===== src/rtl/alu_exec_pkg.sv =====
// Shared ALU control codes, FSM state encoding and the single-cycle ALU function.
// Imported by alu_exec and by the ALU controller that generates ALUCtrl codes.
package alu_exec_pkg;

  localparam logic [3:0] ALU_AND = 4'b0000;
  localparam logic [3:0] ALU_OR  = 4'b0001;
  localparam logic [3:0] ALU_ADD = 4'b0010;
  localparam logic [3:0] ALU_SUB = 4'b0110;
  localparam logic [3:0] ALU_SLT = 4'b0111;
  localparam logic [3:0] ALU_MUL = 4'b1000;

  typedef enum logic [1:0] {
    ST_IDLE = 2'd0,
    ST_MUL  = 2'd1,
    ST_DONE = 2'd2
  } state_t;

  // MUL is iterative and produced elsewhere, so it falls into the zero default here.
  function automatic logic [31:0] alu_eval(input logic [3:0]  ctrl,
                                           input logic [31:0] a,
                                           input logic [31:0] b);
    logic [31:0] r;
    r = 32'd0;
    case (ctrl)
      ALU_AND: r = a & b;
      ALU_OR:  r = a | b;
      ALU_ADD: r = a + b;
      ALU_SUB: r = a - b;
      ALU_SLT: r = {31'd0, ($signed(a) < $signed(b))};
      default: r = 32'd0;
    endcase
    return r;
  endfunction

endpackage


===== src/rtl/alu_exec_if.sv =====
// Request/response bundle between the issuing stage and alu_exec.
interface alu_exec_if;
  import alu_exec_pkg::*;

  logic        start_i;
  logic [3:0]  ALUCtrl_i;
  logic [31:0] src1_i;
  logic [31:0] src2_i;
  logic        ready_o;
  logic        done_o;
  logic [31:0] result_o;
  logic        zero_o;

  modport master (
    output start_i, ALUCtrl_i, src1_i, src2_i,
    input  ready_o, done_o, result_o, zero_o
  );

  modport slave (
    input  start_i, ALUCtrl_i, src1_i, src2_i,
    output ready_o, done_o, result_o, zero_o
  );

endinterface


===== src/rtl/alu_mul_seq.sv =====
// Shift-add multiplier: one partial-product step per cycle, down-counter terminal count.
// product is the accumulator value after the current step, so the caller can register it
// on the same edge that performs the final step.
module alu_mul_seq #(
  parameter int MUL_CYCLES = 32
) (
  input  logic        clk_i,
  input  logic        rst_i,
  input  logic        load,
  input  logic        step,
  input  logic [31:0] a,
  input  logic [31:0] b,
  output logic [31:0] product,
  output logic        last
);

  localparam int CW = $clog2(MUL_CYCLES + 1);

  logic [31:0] mcand_q;
  logic [31:0] mplier_q;
  logic [31:0] acc_q;
  logic [CW-1:0] cnt_q;

  assign product = acc_q + (mplier_q[0] ? mcand_q : 32'd0);
  assign last    = (cnt_q == CW'(1));

  always_ff @(posedge clk_i) begin
    if (rst_i) begin
      mcand_q  <= 32'd0;
      mplier_q <= 32'd0;
      acc_q    <= 32'd0;
      cnt_q    <= '0;
    end else if (load) begin
      mcand_q  <= a;
      mplier_q <= b;
      acc_q    <= 32'd0;
      cnt_q    <= CW'(MUL_CYCLES);
    end else if (step && (cnt_q != '0)) begin
      acc_q    <= product;
      mcand_q  <= mcand_q << 1;
      mplier_q <= mplier_q >> 1;
      cnt_q    <= cnt_q - CW'(1);
    end
  end

endmodule


===== src/rtl/alu_exec.sv =====
// ALU execute stage: single-cycle logic/arith ops, iterative MUL via alu_mul_seq.
//   state   | meaning
//   ST_IDLE | ready, accepts start_i
//   ST_MUL  | multiplier stepping, start_i ignored
//   ST_DONE | done_o pulse, result_o/zero_o valid
module alu_exec
  import alu_exec_pkg::*;
#(
  parameter int MUL_CYCLES = 32
) (
  input logic        clk_i,
  input logic        rst_i,
  alu_exec_if.slave  bus
);

  state_t      state_q, state_d;
  logic [31:0] result_q;
  logic        zero_q;
  logic        accept;
  logic        is_mul;
  logic        mul_step;
  logic        mul_last;
  logic [31:0] mul_product;
  logic        result_load;
  logic [31:0] result_d;

  assign accept   = (state_q == ST_IDLE) && bus.start_i;
  assign is_mul   = (bus.ALUCtrl_i == ALU_MUL);
  assign mul_step = (state_q == ST_MUL);

  alu_mul_seq #(
    .MUL_CYCLES (MUL_CYCLES)
  ) u_mul (
    .clk_i   (clk_i),
    .rst_i   (rst_i),
    .load    (accept && is_mul),
    .step    (mul_step),
    .a       (bus.src1_i),
    .b       (bus.src2_i),
    .product (mul_product),
    .last    (mul_last)
  );

  always_comb begin
    state_d = state_q;
    case (state_q)
      ST_IDLE: if (bus.start_i) state_d = is_mul ? ST_MUL : ST_DONE;
      ST_MUL:  if (mul_last)    state_d = ST_DONE;
      ST_DONE: state_d = ST_IDLE;
      default: state_d = ST_IDLE;
    endcase
  end

  // Result is captured only on the edge that enters ST_DONE.
  assign result_load = (accept && !is_mul) || (mul_step && mul_last);
  assign result_d    = mul_step ? mul_product
                                : alu_eval(bus.ALUCtrl_i, bus.src1_i, bus.src2_i);

  always_ff @(posedge clk_i) begin
    if (rst_i) begin
      state_q  <= ST_IDLE;
      result_q <= 32'd0;
      zero_q   <= 1'b1;
    end else begin
      state_q <= state_d;
      if (result_load) begin
        result_q <= result_d;
        zero_q   <= (result_d == 32'd0);
      end
    end
  end

  assign bus.ready_o  = (state_q == ST_IDLE);
  assign bus.done_o   = (state_q == ST_DONE);
  assign bus.result_o = result_q;
  assign bus.zero_o   = zero_q;

endmodule


===== src/flat_wrapper.sv =====
// flat-port wrapper written by rule: the top's interface ports become plain ports
module alu_exec_flat import alu_exec_pkg::*;
#(
  parameter int MUL_CYCLES = 32
)
  (clk_i, rst_i, bus_start_i, bus_ALUCtrl_i, bus_src1_i, bus_src2_i, bus_ready_o, bus_done_o, bus_result_o, bus_zero_o);
  alu_exec_if bus_i ();
  input logic clk_i;
  input logic rst_i;
  input wire logic [$bits(bus_i.start_i)-1:0] bus_start_i;
  input wire logic [$bits(bus_i.ALUCtrl_i)-1:0] bus_ALUCtrl_i;
  input wire logic [$bits(bus_i.src1_i)-1:0] bus_src1_i;
  input wire logic [$bits(bus_i.src2_i)-1:0] bus_src2_i;
  output wire logic [$bits(bus_i.ready_o)-1:0] bus_ready_o;
  output wire logic [$bits(bus_i.done_o)-1:0] bus_done_o;
  output wire logic [$bits(bus_i.result_o)-1:0] bus_result_o;
  output wire logic [$bits(bus_i.zero_o)-1:0] bus_zero_o;
  assign bus_i.start_i = bus_start_i;
  assign bus_i.ALUCtrl_i = bus_ALUCtrl_i;
  assign bus_i.src1_i = bus_src1_i;
  assign bus_i.src2_i = bus_src2_i;
  assign bus_ready_o = bus_i.ready_o;
  assign bus_done_o = bus_i.done_o;
  assign bus_result_o = bus_i.result_o;
  assign bus_zero_o = bus_i.zero_o;
  alu_exec #(.MUL_CYCLES(MUL_CYCLES)) u_core (.clk_i(clk_i), .rst_i(rst_i), .bus(bus_i));
endmodule

===== config.mk =====
export PLATFORM = sky130hd
export DESIGN_NAME = alu_exec_flat
export DESIGN_NICKNAME = d
export VERILOG_FILES = /design/src/rtl/alu_exec_pkg.sv /design/src/rtl/alu_exec_if.sv /design/src/rtl/alu_mul_seq.sv /design/src/rtl/alu_exec.sv /design/src/flat_wrapper.sv
export SDC_FILE = /design/constraint.sdc
export NUM_CORES = 1
export LEC_CHECK = 0
export BUFFER_PORTS_ARGS = -buffer_cell sky130_fd_sc_hd__buf_4
export CORE_ASPECT_RATIO = 1.5
export CORE_MARGIN = 1.5
export CORE_UTILIZATION = 43
export CTS_BUF_LIST = sky130_fd_sc_hd__clkbuf_8
export DETAILED_ROUTE_END_ITERATION = 16
export SYNTH_ARGS = -nofsm -noshare
export SYNTH_HDL_FRONTEND = slang
export SYNTH_SLANG_ARGS = --single-unit

===== constraint.sdc =====
create_clock -name clk_i -period 5.8 [get_ports clk_i]
set_clock_uncertainty 0.05 [all_clocks]
set_input_delay 0.29 -clock clk_i [delete_from_list [all_inputs] [get_ports clk_i]]
set_output_delay 0.29 -clock clk_i [all_outputs]
set_load 0.05 [all_outputs]

Yosys cells after proc, flatten, opt, wreduce, memory -nomap -nowiden. Index checks and enable logic that the tools add are counted.

Register bits after elaboration: 137. Logic and storage cells: 52. Input bits: 71.

Reductions and logical operators: 14. Mux-type cells: 13. $lt $le $gt $ge: 1. Add/sub/neg operators: 4. Bitwise operators: 2. Equal/unequal tests: 10.

Operator list (count): $mux W32 (6); $pmux W32 S5 (1); $add A32 B32 Y32 (2); $and A32 B32 Y32 (1); $logic_not A32 Y1 (1); $lt A32 B32 Y1 (1); $or A32 B32 Y32 (1); $sub A32 B32 Y32 (1); $mux W6 (2); $eq A4 B3 Y1 const B (2); $eq A6 B1 Y1 const B (1); $mux W2 (3); $reduce_bool A6 Y1 (1); $sub A6 B1 Y6 const B (1); $logic_and A1 B1 Y1 (5); $eq A4 B1 Y1 const B (1); $eq A4 B2 Y1 const B (1); $eq A4 B4 Y1 const B (1); $logic_not A4 Y1 (1); $ne A2 B2 Y1 const B (2); $pmux W2 S2 (1); $eq A2 B1 Y1 const B (1); $eq A2 B2 Y1 const B (1); $logic_not A2 Y1 (1); 5 further kinds (5).

Logic depth before layout (Yosys ltp).
Word-level depth: 4. Mapped depth: 17.

By module. Synthesis repeated with hierarchy kept, for this count alone.

Cells, all modules: 1926. Area, all modules: 13495.4 sq um.

Modules (own cells, without submodules): alu_exec (sequential area each 700.7 sq um, cells each 1021, area an instance 7116.8 sq um, instances 1); alu_mul_seq (sequential area each 2042.0 sq um, cells each 905, area an instance 6378.6 sq um, instances 1).

Worst setup path after synthesis. No wires, ideal clock.

Kind: register -> register. Start point: register u_core.u_mul.mplier_q[0]. End point: register u_core.zero_q, in the netlist u_core.bus.zero_o. Clock period less this slack: 3.831 ns. Setup slack: 1.969 ns. Arrival time: 3.720 ns. Library setup time: 0.061 ns. Stages on the path, launching flop included: 18. Cell sequence: dfxtp_1 > clkbuf_1 > and2_1 > ha_1 > inv_1 > fa_1 > nor2b_1 > o2111ai_1 > nand3_2 > a41oi_2 > o41a_1 > o21a_1 > o21ai_1 > mux2_1 > a211oi_1 > nand3_1 > nor4_2 > a221o_1.

Cells in the longest elaborated chain, start to end: 4.

Ends and longest elaborated chain: from (decl) (RTL line alu_mul_seq.sv:20) `logic [31:0] mplier_q;`; from (signal assigned) (RTL line alu_mul_seq.sv:41) `mplier_q <= mplier_q >> 1;`; $mux W32 (RTL line alu_mul_seq.sv:24) `assign product = acc_q + (mplier_q[0] ? mcand_q : 32'd0);`; $add A32 B32 Y32 (RTL line alu_mul_seq.sv:24); $mux W32 (RTL line alu_exec.sv:56) `assign result_d = mul_step ? mul_product`; $logic_not A32 Y1 (RTL line alu_exec.sv:68) `zero_q <= (result_d == 32'd0);`; to (signal assigned) (RTL line alu_exec.sv:68); to (decl) (RTL line alu_exec.sv:18) `logic zero_q;`.

No other way between the ends. A chain may end at the register's enable or synchronous reset.

Worst setup path after layout. Same ends and word-level chain as after synthesis.

==> out/qor.yml <==
clock_network:
  cts.clk_slew.worst_paths_ns: 0.08
  cts_resized: 0
  cts_tree: "built"
  root_buffer: "clkbuf_8"
  cts_sinks: 137
  hold_buffers: 1
  cts_buffer_depth: 2
  clk_latency_ns: 0.51
  cts-buffers-inserted: 17
  cts_setup_buffers: 0
  cts_htree_levels: 4
global_routing:
  grt_pass1_vias: 12586
  grt_util_all_layers_pct: 30.2
  antenna_found_initial: 0
  grt_pass1_wl_um: 71200
  grt_max_degree: 83
  grt-ovfl-total: 0
yosys:
  ys.flop_type: "dfxtp_1"
  synth_top_area_share_pct: 21.5
  synth_area_mm2: 0.0128
  synth_top_cells_by_count: "nand2_1, nor2_1, dfxtp_1"
  avgSynthCellArea_um2: 7.28
  synth_cells: 1756
  yosysWarnings: 0
  synth_seq_area_share_pct: 21.5
  ys_types: 90
  synth_seq_cells: 137
  yosys.area.top_type: "dfxtp_1"
  syn_nets: 1963
  synth-edff-count: 0
  synthArstFlopShare_pct: 0
  synth_most_common_cell: "nand2_1"
  synth_area_leaders: "dfxtp_1, ha_1, nand2_1"
layout:
  drive_gt1_share_pct: 10.9
  final_core_util_pct: 48.1
  nets: 1992
  num_antenna_cells: 0
  layoutNonFillerInstCount: 2193
  area_growth_pct: 10.6
routing:
  wl_um: 46000
  drt-initial-drc-count: 959
  wire_per_inst_um: 21.0
  drcViolationCount: 0
  final_antenna_net_count: 0
  vias: 13087
  viasPerCell: 5.97
  drt_first_pass_iters: 5
floorplanning:
  initial_utilization_pct: 43.5
  die_y_um: 214
  die_area_mm2: 0.0308
  fp-row-count: 77
  ios: 106
  core_area_mm2: 0.0294
  die_w_um: 144
timing:
  finalSetupTns_ns: 0
  rsz0062_at_grt: "no"
  fmax_mhz: 231
  fin_crit_ns: 4.32
  drv_slew: 0
  relSlewSlack_pct: 25.2
  worstMarginPinSlew_ns: 1.12
  fin_crit_sh_pct: 74.5
  setup_violations: 0
  finalHoldViolCount: 0
power:
  p_per_area_mw_per_mm2: 188
  vdd_drop_max_mv: 0.155
  leakage_nw: 5.88
critical_path:
  critical_path_required_ns: 6.20
  criticalPathCategory: "reg2reg"
  cp_slowest_cell: "o41a_1"
  crit_fanout: 33
  cp-start-kind: "flip-flop"
  r2r_slack_ns: 1.48
  crit_chain: "buf_4, and2_1, ha_1, inv_1, fa_1, nor2b_1, o2111ai_1, nand3_2, a41oi_2, o41a_1, o21a_1, o21ai_1, mux2_1, a211oi_1, nand3_1, nor4_2, a221o_1"
  end_kind: "flip-flop"
  critPathMaxStageDelay_ns: 0.48
  cp_data_arrival_time_ns: 4.73
placement:
  io_buffer_count: 105
  routabilityCongestion: 0.968
  dpl.cell_count: 2160
  place_hpwl_um: 35600
min_path:
  hold_path_class: "in2reg"
flow_run:
  maxCapViolCount: 0
run_status:
  outcome: "complete, no violations"
critical path, delay by kind of cell (launching register included):
| family | cells | cell delay, ns |
|---|---|---|
| adders and majority gates | 2 | 0.61 |
| DFF | 1 | 0.32 |
| buffers and inverters | 2 | 0.34 |
| muxes | 1 | 0.38 |
| and+or+nand+nor | 5 | 0.86 |
| AOI/OAI and AO/OA | 7 | 1.72 |
logic make-up after synthesis:
family                   Yosys count  synth area share [%]
adder cells (fa/ha/maj)          136                  13.5
buffers and inverters            238                  7.56
AND/OR/NAND/NOR                  666                  23.6
AO/OA/AOI/OAI                    485                  27.1
flip-flops                       137                  21.5
XOR/XNOR                          61                  4.18
multiplexers                      33                  2.68
power breakdown:
| group | switching [mW] | leakage [nW] | internal [mW] |
|---|---|---|---|
| clock | 0.451 | 0.207 | 0.427 |
| sequential | 0.0206 | 1.11 | 0.968 |
| combinational | 0.526 | 4.57 | 0.266 |
registers in the layout, indices dropped and copies added, names as in the netlist:
| signal | cells |
|---|---|
| u_core.u_mul.mplier_q | 32 |
| u_core.u_mul.cnt_q | 6 |
| u_core.state_q | 2 |
| u_core.u_mul.acc_q | 32 |
| u_core.bus.zero_o | 1 |
| u_core.u_mul.mcand_q | 32 |
| u_core.bus.result_o | 32 |
cells in the final DEF (no fill, tap or decap), types with 29 or more instances in the layout:
cell type,Yosys,final
dfxtp_1,137,137
xnor2_1,46,46
a211oi_1,41,41
ha_1,133,133
a311oi_1,67,67
nor3_1,36,36
nor2_1,198,197
buf_4,4,117
nand2_1,261,260
mux2i_1,29,29
inv_1,129,131
a21oi_1,132,131
o21ai_0,55,55
and2_1,37,37
stage by stage:
step           worst slack [ns]  power [mW]  hold WS (ns)  cell area [um^2]
2_1_floorplan              1.97        1.53         0.376             12800
3_3_place_gp               1.62        1.79         0.396             13700
3_5_place_dp               1.53        1.79         0.401             13700
4_1_cts                    1.49        2.66        0.0117             14100
5_1_grt                    1.10        2.77        0.0234             14100
6_report                   1.48        2.66        0.0247             14100
layer usage:
| layer | global-route usage (%) | share of wire [%] | up-vias |
|---|---|---|---|
| met5 | 0 | 0 | - |
| met1 | 37.9 | 42 | 6193 |
| met4 | 14.1 | 4.4 | 0 |
| met2 | 50.8 | 48 | 500 |
| li1 | - | - | 6279 |
| met3 | 3.86 | 5.3 | 115 |
area by class of cell:
type	count	area (um^2)
repair buffers	118	888
flip-flops and latches	137	2740
inverters	130	488
well taps	395	494
clock buffers	17	234
clock inverters	15	176
multi-input cells	1381	9120
fillers	3050	15200
worst paths after layout:
| kind | endpoint | cells after the start | start |
|---|---|---|---|
| setup / recovery | u_core.bus.zero_o$_SDFFE_PP1P_ | 17 | u_core.u_mul.mplier_q[0]$_SDFFE_PP0P_ |
| hold / removal | u_core.u_mul.mcand_q[0]$_SDFFE_PP0P_ | 3 | bus_src1_i[0] |
| setup reg to reg | u_core.bus.zero_o$_SDFFE_PP1P_ | 17 | u_core.u_mul.mplier_q[0]$_SDFFE_PP0P_ |
| hold reg to reg | u_core.bus.result_o[15]$_SDFFE_PP0P_ | 2 | u_core.bus.result_o[15]$_SDFFE_PP0P_ |
No activity file was read; power rests on OpenSTA's default activity.
